<file path="src/rtl/clkdiv_pkg.sv">
// ---------------------------------------------------------------------------
// clkdiv_pkg
// Shared types and defaults for the clkdiv frequency-change scheduler.
//   state_t           : scheduler FSM states (IDLE, HOLD, LOAD, LOCK, DONE)
//   FW_DEFAULT        : default FREQ_VAL width
//   RESET_VAL_DEFAULT : divide value the divider starts with after reset
//   MIN_VAL_DEFAULT   : smallest divide value the divider accepts
//   max_int()         : helper used to size the shared phase counter
// ---------------------------------------------------------------------------
package clkdiv_pkg;

    typedef enum logic [2:0] {
        IDLE,
        HOLD,
        LOAD,
        LOCK,
        DONE
    } state_t;

    localparam int          FW_DEFAULT        = 32;
    localparam logic [31:0] RESET_VAL_DEFAULT = 32'd2;
    localparam logic [31:0] MIN_VAL_DEFAULT   = 32'd2;

    function automatic int max_int(input int a, input int b);
        return (a > b) ? a : b;
    endfunction

endpackage

</file>
<file path="src/rtl/clkdiv_sched_rr_arbiter.sv">
// ---------------------------------------------------------------------------
// rr_arbiter
// Purely combinational round-robin picker. The search starts at 'ptr' and
// wraps modulo NREQ; the first requester found wins. The pointer register
// itself is owned by the caller.
// Ports:
//   req       [NREQ-1:0] : request vector
//   ptr       [PW-1:0]   : index with highest priority this cycle
//   en                   : when low, no grant is produced
//   grant     [NREQ-1:0] : one-hot grant
//   grant_idx [PW-1:0]   : encoded index of the grant
//   grant_any            : a grant was produced
// ---------------------------------------------------------------------------
module rr_arbiter #(
    parameter int NREQ = 4,
    localparam int PW = (NREQ > 1) ? $clog2(NREQ) : 1
) (
    input  logic [NREQ-1:0] req,
    input  logic [PW-1:0]   ptr,
    input  logic            en,
    output logic [NREQ-1:0] grant,
    output logic [PW-1:0]   grant_idx,
    output logic            grant_any
);

    // Walk the requesters starting at ptr; the sum carries one extra bit so
    // the wrap test works for NREQ values that are not powers of two.
    always_comb begin
        logic [PW:0]   sum;
        logic [PW-1:0] cand;
        grant     = '0;
        grant_idx = '0;
        grant_any = 1'b0;
        sum       = '0;
        cand      = '0;
        if (en) begin
            for (int i = 0; i < NREQ; i++) begin
                sum = {1'b0, ptr} + (PW+1)'(i);
                if (sum >= (PW+1)'(NREQ)) begin
                    sum = sum - (PW+1)'(NREQ);
                end
                cand = sum[PW-1:0];
                if (!grant_any && req[cand]) begin
                    grant[cand] = 1'b1;
                    grant_idx   = cand;
                    grant_any   = 1'b1;
                end
            end
        end
    end

endmodule

</file>
<file path="src/rtl/clkdiv_sched.sv">
// ---------------------------------------------------------------------------
// clkdiv_sched
// Shares one clock divider between NREQ requesters. A granted change is
// applied glitch-safely: hold the divider in reset, load the new value,
// release it, wait for lock, then signal completion.
// Optional build macro: CLKDIV_SCHED_SAME_SKIP_EN -- when defined, a request
// whose value equals the current freq_val skips straight to DONE.
// Ports:
//   clk_in                     : single clock
//   reset                      : asynchronous, active-high reset
//   req_valid [NREQ-1:0]       : per-requester request, held until req_ack
//   req_freq  [NREQ*FW-1:0]    : requester i value at [i*FW +: FW]
//   req_ack   [NREQ-1:0]       : pulse when a request is captured
//   req_done  [NREQ-1:0]       : pulse when the new frequency is stable
//   req_err   [NREQ-1:0]       : pulse with req_ack when value < MIN_VAL
//   freq_val  [FW-1:0]         : FREQ_VAL to the divider
//   div_reset                  : reset to the divider
//   busy                       : high whenever the FSM is not in IDLE
// ---------------------------------------------------------------------------
module clkdiv_sched
    import clkdiv_pkg::*;
#(
    parameter int            NREQ       = 4,
    parameter int            FW         = FW_DEFAULT,
    parameter logic [FW-1:0] RESET_VAL  = FW'(RESET_VAL_DEFAULT),
    parameter logic [FW-1:0] MIN_VAL    = FW'(MIN_VAL_DEFAULT),
    parameter int            SETTLE_CYC = 4,
    parameter int            LOCK_CYC   = 16
) (
    input  logic                 clk_in,
    input  logic                 reset,
    input  logic [NREQ-1:0]      req_valid,
    input  logic [NREQ*FW-1:0]   req_freq,
    output logic [NREQ-1:0]      req_ack,
    output logic [NREQ-1:0]      req_done,
    output logic [NREQ-1:0]      req_err,
    output logic [FW-1:0]        freq_val,
    output logic                 div_reset,
    output logic                 busy
);

    localparam int PW = $clog2(NREQ);
    localparam int CW = $clog2(max_int(SETTLE_CYC, LOCK_CYC) + 1);
    localparam logic [CW-1:0] SETTLE_LOAD = CW'(SETTLE_CYC - 1);
    localparam logic [CW-1:0] LOCK_LOAD   = CW'(LOCK_CYC - 1);

    state_t          state, next_state;
    logic [CW-1:0]   cnt, cnt_next;
    logic [PW-1:0]   rr_ptr;
    logic [PW-1:0]   winner;
    logic [FW-1:0]   cap_val;

    logic [NREQ-1:0] grant;
    logic [PW-1:0]   grant_idx;
    logic            grant_any;
    logic [FW-1:0]   grant_val;
    logic            grant_reject;

    logic [NREQ-1:0] ack_d, err_d, done_d;
    logic [FW-1:0]   freq_d;
    logic            div_reset_d, busy_d;

    // The arbiter only looks at requests while idle, so pending requesters
    // simply wait out an ongoing change.
    rr_arbiter #(
        .NREQ (NREQ)
    ) u_arb (
        .req       (req_valid),
        .ptr       (rr_ptr),
        .en        (state == IDLE),
        .grant     (grant),
        .grant_idx (grant_idx),
        .grant_any (grant_any)
    );

    assign grant_val    = req_freq[int'(grant_idx)*FW +: FW];
    assign grant_reject = (grant_val < MIN_VAL);

    // State register; the phase counter moves with the state.
    always_ff @(posedge clk_in or posedge reset) begin
        if (reset) begin
            state <= IDLE;
            cnt   <= '0;
        end else begin
            state <= next_state;
            cnt   <= cnt_next;
        end
    end

    // Next-state logic. The counter is reloaded on every state entry and
    // counts down to zero. Entering DONE with cnt=1 (skip path) spends one
    // extra DONE cycle so done lands one cycle after ack, never together.
    always_comb begin
        next_state = state;
        cnt_next   = cnt;
        case (state)
            IDLE: begin
                if (grant_any && !grant_reject) begin
`ifdef CLKDIV_SCHED_SAME_SKIP_EN
                    if (grant_val == freq_val) begin
                        next_state = DONE;
                        cnt_next   = CW'(1);
                    end else begin
                        next_state = HOLD;
                        cnt_next   = SETTLE_LOAD;
                    end
`else
                    next_state = HOLD;
                    cnt_next   = SETTLE_LOAD;
`endif
                end
            end
            HOLD: begin
                if (cnt == '0) begin
                    next_state = LOAD;
                end else begin
                    cnt_next = cnt - 1'b1;
                end
            end
            LOAD: begin
                next_state = LOCK;
                cnt_next   = LOCK_LOAD;
            end
            LOCK: begin
                if (cnt == '0) begin
                    next_state = DONE;
                    cnt_next   = '0;
                end else begin
                    cnt_next = cnt - 1'b1;
                end
            end
            DONE: begin
                if (cnt == '0) begin
                    next_state = IDLE;
                end else begin
                    cnt_next = cnt - 1'b1;
                end
            end
            default: begin
                next_state = IDLE;
                cnt_next   = '0;
            end
        endcase
    end

    // Output logic: next values for the registered outputs, derived from the
    // upcoming state so each output lines up with the state it belongs to.
    always_comb begin
        ack_d       = '0;
        err_d       = '0;
        done_d      = '0;
        if (state == IDLE && grant_any) begin
            ack_d = grant;
            if (grant_reject) begin
                err_d = grant;
            end
        end
        if (next_state == DONE && cnt_next == '0) begin
            done_d = NREQ'(1) << winner;
        end
        div_reset_d = (next_state == HOLD) || (next_state == LOAD);
        busy_d      = (next_state != IDLE);
        freq_d      = (state == LOAD) ? cap_val : freq_val;
    end

    // Registered outputs plus the captured request and the round-robin
    // pointer. The pointer advances on rejected grants too, so a requester
    // that keeps sending bad values cannot block the others.
    always_ff @(posedge clk_in or posedge reset) begin
        if (reset) begin
            req_ack   <= '0;
            req_err   <= '0;
            req_done  <= '0;
            freq_val  <= RESET_VAL;
            div_reset <= 1'b0;
            busy      <= 1'b0;
            rr_ptr    <= '0;
            winner    <= '0;
            cap_val   <= '0;
        end else begin
            req_ack   <= ack_d;
            req_err   <= err_d;
            req_done  <= done_d;
            freq_val  <= freq_d;
            div_reset <= div_reset_d;
            busy      <= busy_d;
            if (state == IDLE && grant_any) begin
                winner  <= grant_idx;
                cap_val <= grant_val;
                if (grant_idx == PW'(NREQ - 1)) begin
                    rr_ptr <= '0;
                end else begin
                    rr_ptr <= grant_idx + 1'b1;
                end
            end
        end
    end

endmodule

</file>
<file path="config.mk">
export PLATFORM = sky130hd
export DESIGN_NAME = clkdiv_sched
export DESIGN_NICKNAME = d
export VERILOG_FILES = /design/src/rtl/clkdiv_pkg.sv /design/src/rtl/clkdiv_sched_rr_arbiter.sv /design/src/rtl/clkdiv_sched.sv
export SDC_FILE = /design/constraint.sdc
export NUM_CORES = 1
export LEC_CHECK = 0
export BUFFER_PORTS_ARGS = -buffer_cell sky130_fd_sc_hd__clkbuf_2
export CAP_MARGIN = 25
export CORE_ASPECT_RATIO = 1.4
export CORE_MARGIN = 4
export CORE_UTILIZATION = 40
export DETAILED_ROUTE_END_ITERATION = 16
export PLACE_DENSITY_LB_ADDON = 0.2
export SKIP_LAST_GASP = 1
export SYNTH_ARGS = -nofsm -noshare
export SYNTH_HDL_FRONTEND = slang
export SYNTH_SLANG_ARGS = --single-unit
</file>
<file path="constraint.sdc">
create_clock -name clk_in -period 4.4 [get_ports clk_in]
set_input_delay 0.66 -clock clk_in [delete_from_list [all_inputs] [get_ports clk_in]]
set_output_delay 0.66 -clock clk_in [all_outputs]
set_load 0.01 [all_outputs]
</file>
Word level (Yosys, flattened, before mapping) --
Index checks and enable logic that the tools add are counted.
Storage, ports and cells: bits in registers 90, input bits 134, word-level logic and storage cells 125
Operators by class: $add $sub $neg 9, $lt $le $gt $ge 13, equality and inequality tests 8, shifts and indexed selects 2, multiplexer cells 59, bitwise operators 3, reductions and logical operators 20
Operators by type and width (number):
- 128-bit by 8-bit indexed part select with 32-bit output | 1
- 4-bit two-way mux | 12
- 32-bit by 2-bit less-than comparator with 1-bit output (second input constant) | 1
- 2-bit two-way mux | 14
- 5-bit one-hot mux with 4 select lines | 1
- 1-bit two-way mux | 16
- 5-bit two-way mux | 3
- 3-bit one-hot mux with 5 select lines | 1
- 2-bit by 3-bit less-than comparator with 1-bit output (second input constant) | 4
- 3-bit two-way mux | 4
- 4-bit OR | 3
- 1-bit logical AND | 10
- 5-bit logical NOT | 2
- 3-bit by 2-bit == test with 1-bit output (second input constant) | 3
- 3-bit greater-or-equal comparator (second input constant) | 3
- 1-bit binary-select mux with 2-bit select | 4
- 1-bit demux with 2-bit select | 4
- 2-bit by 1-bit greater-or-equal comparator with 1-bit output (second input constant) | 4
- 2-bit by 1-bit subtractor with 2-bit output (second input constant) | 4
- 2-bit by 2-bit adder with 3-bit output (second input constant) | 2
- 3-bit by 1-bit == test with 1-bit output (second input constant) | 2
- 3-bit == test (second input constant) | 2
- 5-bit by 1-bit subtractor with 5-bit output (second input constant) | 1
- 1-bit logical NOT | 4
- 9 further kinds | 9

Depth between registers and ports, before layout --
depth after elaboration 28, gate-level depth with buffers 17, gate-level depth less buffers 12

Hierarchy --
Synthesis repeated with hierarchy kept, for this count alone.
Second synthesis, totals: cells, all modules 431, area total of the unflattened synthesis 4943.5 um^2
By module, submodules not included:
- clkdiv_sched | times used 1, cells each 371, area an instance 4391.7 um^2
- rr_arbiter | times used 1, cells each 60, area an instance 551.8 um^2

Worst setup path after synthesis --
OpenSTA, ideal clock, no wires.
path kind reg-to-reg, start point reg rr_ptr[0], end point reg cnt[0], setup time 0.131 ns, arrival time 3.727 ns, path slack 0.542 ns, stages on the path, launching flop included 13, cells stage by stage dfrtp_1 buf_4 inv_1 ha_1 buf_6 mux4_2 o211a_4 nor2_8 mux4_2 nor4_1 and4_4 a21oi_1 or3_1
On the way: longest elaborated chain between the ends 25, elaborated cells between the ends (all ways) 52, classes of those cells add/sub: 7; order compare: 5; shift: 1; mux: 31; reduce/logical: 8
Ends and longest elaborated chain:
- from (decl) | RTL line clkdiv_sched.sv:49 | logic [PW-1:0] rr_ptr;
- from (signal assigned) | RTL line clkdiv_sched.sv:193 | rr_ptr <= grant_idx + 1'b1;
- 2-bit by 3-bit greater-or-equal comparator with 1-bit output / 2-bit by 1-bit subtractor with 2-bit output (equally long branches) | RTL line clkdiv_sched_rr_arbiter.sv:39, clkdiv_sched_rr_arbiter.sv:40
- 2-bit two-way mux | RTL line clkdiv_sched_rr_arbiter.sv:39 | if (sum >= (PW+1)'(NREQ)) begin
- 2-bit two-way mux | RTL line clkdiv_sched_rr_arbiter.sv:36 | if (en) begin
- 1-bit binary-select mux with 2-bit select | RTL line clkdiv_sched_rr_arbiter.sv:43 | if (!grant_any && req[cand]) begin
- 1-bit two-way mux (not written as such) | RTL line clkdiv_sched_rr_arbiter.sv:43
- 1-bit two-way mux | RTL line clkdiv_sched_rr_arbiter.sv:43
- 1-bit two-way mux | RTL line clkdiv_sched_rr_arbiter.sv:36
- 1-bit logical NOT | RTL line clkdiv_sched_rr_arbiter.sv:43
- (+10 left out)
- 2-bit two-way mux | RTL line clkdiv_sched_rr_arbiter.sv:36
- 128-bit by 8-bit indexed part select with 32-bit output | RTL line clkdiv_sched.sv:76 | assign grant_val = req_freq[int'(grant_idx)*FW +: FW];
- 32-bit by 2-bit less-than comparator with 1-bit output | RTL line clkdiv_sched.sv:77 | assign grant_reject = (grant_val < MIN_VAL);
- 1-bit logical NOT | RTL line clkdiv_sched.sv:98 | if (grant_any && !grant_reject) begin
- 1-bit logical AND (*) | RTL line clkdiv_sched.sv:98
- 5-bit two-way mux (*) | RTL line clkdiv_sched.sv:98
- 5-bit one-hot mux with 4 select lines (*) | RTL line clkdiv_sched.sv:96 | case (state)
- via cnt_next[0] | RTL line clkdiv_sched.sv:48 | logic [CW-1:0] cnt, cnt_next;
- to (signal assigned) | RTL line clkdiv_sched.sv:86 | cnt <= cnt_next;
- to (decl) | RTL line clkdiv_sched.sv:48
Mark *: on every way through the listed nets, which the timed path passes. The rest lies on a longest branch. The select of a mux whose other input is x is not followed. A chain may end at the register's enable or synchronous reset.

Final worst setup path --
start point reg rr_ptr[1], end point reg req_done[0]
On the way: longest elaborated chain between the ends 28, elaborated cells between the ends (all ways) 58, classes of those cells add/sub: 7; order compare: 5; eq/ne: 1; shift: 1; mux: 34; reduce/logical: 10
Ends and longest elaborated chain:
- 2-bit by 3-bit greater-or-equal comparator with 1-bit output / 2-bit by 1-bit subtractor with 2-bit output (equally long branches) | RTL line clkdiv_sched_rr_arbiter.sv:39, clkdiv_sched_rr_arbiter.sv:40
- 2-bit two-way mux | RTL line clkdiv_sched_rr_arbiter.sv:39
- 2-bit two-way mux | RTL line clkdiv_sched_rr_arbiter.sv:36
- 1-bit binary-select mux with 2-bit select | RTL line clkdiv_sched_rr_arbiter.sv:43
- 1-bit two-way mux (not written as such) | RTL line clkdiv_sched_rr_arbiter.sv:43
- 1-bit two-way mux | RTL line clkdiv_sched_rr_arbiter.sv:43
- 1-bit two-way mux | RTL line clkdiv_sched_rr_arbiter.sv:36
- 1-bit logical NOT | RTL line clkdiv_sched_rr_arbiter.sv:43
- (+13 left out)
- 1-bit logical NOT | RTL line clkdiv_sched.sv:98
- 1-bit logical AND (*) | RTL line clkdiv_sched.sv:98
- 3-bit two-way mux / 5-bit two-way mux (equally long branches) | RTL line clkdiv_sched.sv:98
- 3-bit one-hot mux with 5 select lines / 5-bit one-hot mux with 4 select lines (equally long branches) | RTL line clkdiv_sched.sv:96
- 3-bit == test / 5-bit logical NOT (equally long branches) | RTL line clkdiv_sched.sv:158 | if (next_state == DONE && cnt_next == '0) begin
- 1-bit logical AND (*) | RTL line clkdiv_sched.sv:158
- 4-bit two-way mux (*) | RTL line clkdiv_sched.sv:158
- via done_d[0] | RTL line clkdiv_sched.sv:59 | logic [NREQ-1:0] ack_d, err_d, done_d;
- to (signal assigned) | RTL line clkdiv_sched.sv:183 | req_done <= done_d;
- to (decl) | RTL line clkdiv_sched.sv:35 | output logic [NREQ-1:0] req_done,
Marked as above.

==> impl_metrics.yaml <==
floorplan:
  coreArea_mm2: 0.0135
  die_y_um: 148
  die_area_mm2: 0.0159
  initial_core_util_pct: 41.2
  rows: 50
  die_x_um: 108
  ios: 180
routing:
  viasPerCell: 5.58
  drcViolationCount: 0
  ant_nets: 0
  vias: 5555
  routedWlPerCell_um: 19.5
  drtIter0Drc: 427
  routed_wl_um: 19400
  drt_pass1_iterations: 6
synthesis:
  synth_fp_nets: 785
  netlist_area_mm2: 0.00557
  synth_warnings: 0
  async_flop_share_pct: 100
  synthFlopType: "dfrtp_1"
  synth_edf_count: 0
  synth-seq-cells: 90
  synth_cell_type_count: 65
  syn_area_per_cell_um2: 8.68
  synth_seq_area_share_pct: 40.5
  netlist_instances: 641
layout:
  instances_no_fill: 995
  layout_common_cells: "179 x clkbuf_2, 171 x nand2_1, 89 x dfrtp_1"
  fin_util_pct: 52.0
  postLayoutCellArea_mm2: 0.00703
  drive_gt1_share_pct: 33.8
  fill_cells: 1342
  final_common_cell: "clkbuf_2"
  layout.nets: 952
  area_delta_synth_final_pct: 26.2
  num_antenna_cells: 0
clock_tree:
  cts-root-buf: "clkbuf_16"
  clock_path_buffers: 2
  numCtsBuffers: 9
  tritoncts: "done"
  clock_latency_ns: 0.35
  postCtsHoldBufs: 0
  clock_sinks: 90
  cts.reportedPaths.clkPinSlew_ns: 0.07
  h-tree-depth: 3
  cts_setup_buffers: 0
flow_run:
  max_cap_viol_count: 0
sta:
  final.setup.tns_ns: 0
  finalHoldViolations: 0
  min_period_ns: 4.07
  fin_worst_skew_ns: 0.0112
  worstMarginPinSlew_ns: 0.660
  max_freq_mhz: 245
  final.setup.worst_slack_ns: 0.327
  setup_viol: 0
  grt_setup_unrepaired: "no"
  slew_headroom_pct: 56.0
  drv_slew: 0
  holdWs_ns: 0.416
  finalCritPeriodShare_pct: 92.6
critical_path:
  end_kind: "flop"
  crit_arrival_ns: 4.29
  worstSetupPathType: "flop to flop"
  critPathMaxFanout: 29
  crit_required_ns: 4.62
  setup.worst_path.start_class: "flop"
pwr:
  p_total_mw: 4.13
  power.leakage_nw: 3.49
  peakVddDrop_v: 0.000251
  power.density_mw_per_mm2: 587
grt:
  overflow: 0
  grt_pass1_vias: 5634
  grt_use_total_pct: 24.6
  grt_pass1_wl_um: 30400
  grt_max_degree: 55
  antenna_found_initial: 0
placement:
  dpl_cell_area_mm2: 0.00670
  numPortBuffers: 179
  dp_hpwl_um: 15500
  dp_slack_ns: 0.324
  placed_cells: 978
  gp_congestion: 0.944
min_path:
  hold_path.class: "primary input to asynchronous set/reset pin"
status:
  status: "complete, no violations"
## critical path: stages, from the launching register on
cell and delay [ns]:
dfrtp_1 0.35, inv_1 0.09, ha_1 0.48, mux4_2 0.68
a211oi_2 0.39, o21a_2 0.30, buf_12 0.21, nor4_1 0.07
o31ai_1 0.36, a211oi_1 0.09, and4_1 0.25, a21o_1 0.27
a2111oi_1 0.39
## synth_stat cells (all sizes together), types with 11 or more instances
| master | instances | area [um2] |
|---|---|---|
| nand2 | 172 | 648 |
| dfrtp | 89 | 2230 |
| nand3 | 45 | 225 |
| o21ai | 44 | 228 |
| mux2 | 39 | 439 |
| nor2 | 35 | 148 |
| clkbuf | 22 | 83.8 |
| buf | 21 | 126 |
| a21oi | 19 | 95.1 |
| nor3 | 12 | 60.1 |
| nor4 | 12 | 75.1 |
| o211ai | 12 | 100 |
| mux2i | 11 | 110 |
## sequential cells by signal (all words and copies together) (netlist names), 2 cells and up
name / count
cap_val: 32
freq_val: 32
cnt: 5
req_ack: 4
req_done: 4
req_err: 4
state: 3
rr_ptr: 2
winner: 2
## power by group
group	total, mW	switching (mW)	internal, mW
Combinational	2.00	1.15	0.849
Sequential	1.36	0.209	1.15
Clock	0.771	0.370	0.400
Total	4.13	1.73	2.40
## layer usage
layer  vias to the layer above  track usage (%)  wire [um]
met3                        44             3.98       1100
met2                       255             43.2      10000
li1                       2618                -          -
met1                      2638             29.9       7630
met5                         -                0          0
met4                         0             9.73        673
## what timing repair did
| item | in CTS | in global routing |
|---|---|---|
| hold endpoints to repair | 0 | 0 |
| gates resized for setup | 0 | 1 |
| endpoints found under the setup margin | 0 | 2 |
## logic make-up after synthesis
kind of cell | synth area share [%]
flip-flops | 40.5
XOR/XNOR | 0.315
AO/OA/AOI/OAI | 15.3
buffers and inverters | 4.45
adder cells (fa/ha/maj) | 2.25
multiplexers | 12.7
AND/OR/NAND/NOR | 24.5
## layout make-up
| cell class | instances | area, um2 | share of cell area (%) |
|---|---|---|---|
| Timing Repair Buffer | 199 | 1120 | 15.9 |
| Sequential cell | 90 | 2250 | 32.1 |
| Inverter | 10 | 38.8 | 0.552 |
| Clock buffer | 9 | 225 | 3.21 |
| Multi-Input combinational cell | 498 | 3090 | 44.0 |
| Clock inverter | 7 | 72.6 | 1.03 |
| Tap cell | 182 | 228 | 3.24 |
## final timing paths
path	slack, ns	cells after the start	end	start
min in group clk_in	0.48	2	cap_val[11]	cap_val[11]
setup / recovery	0.33	12	req_done[0]	rr_ptr[1]
max in group asynchronous	3.48	3	rr_ptr[0]	reset
hold / removal	0.42	3	freq_val[13]	reset
hold reg to reg	0.48	2	cap_val[11]	cap_val[11]
setup reg to reg	0.33	12	req_done[0]	rr_ptr[1]
(Power assumes the default switching activity.)
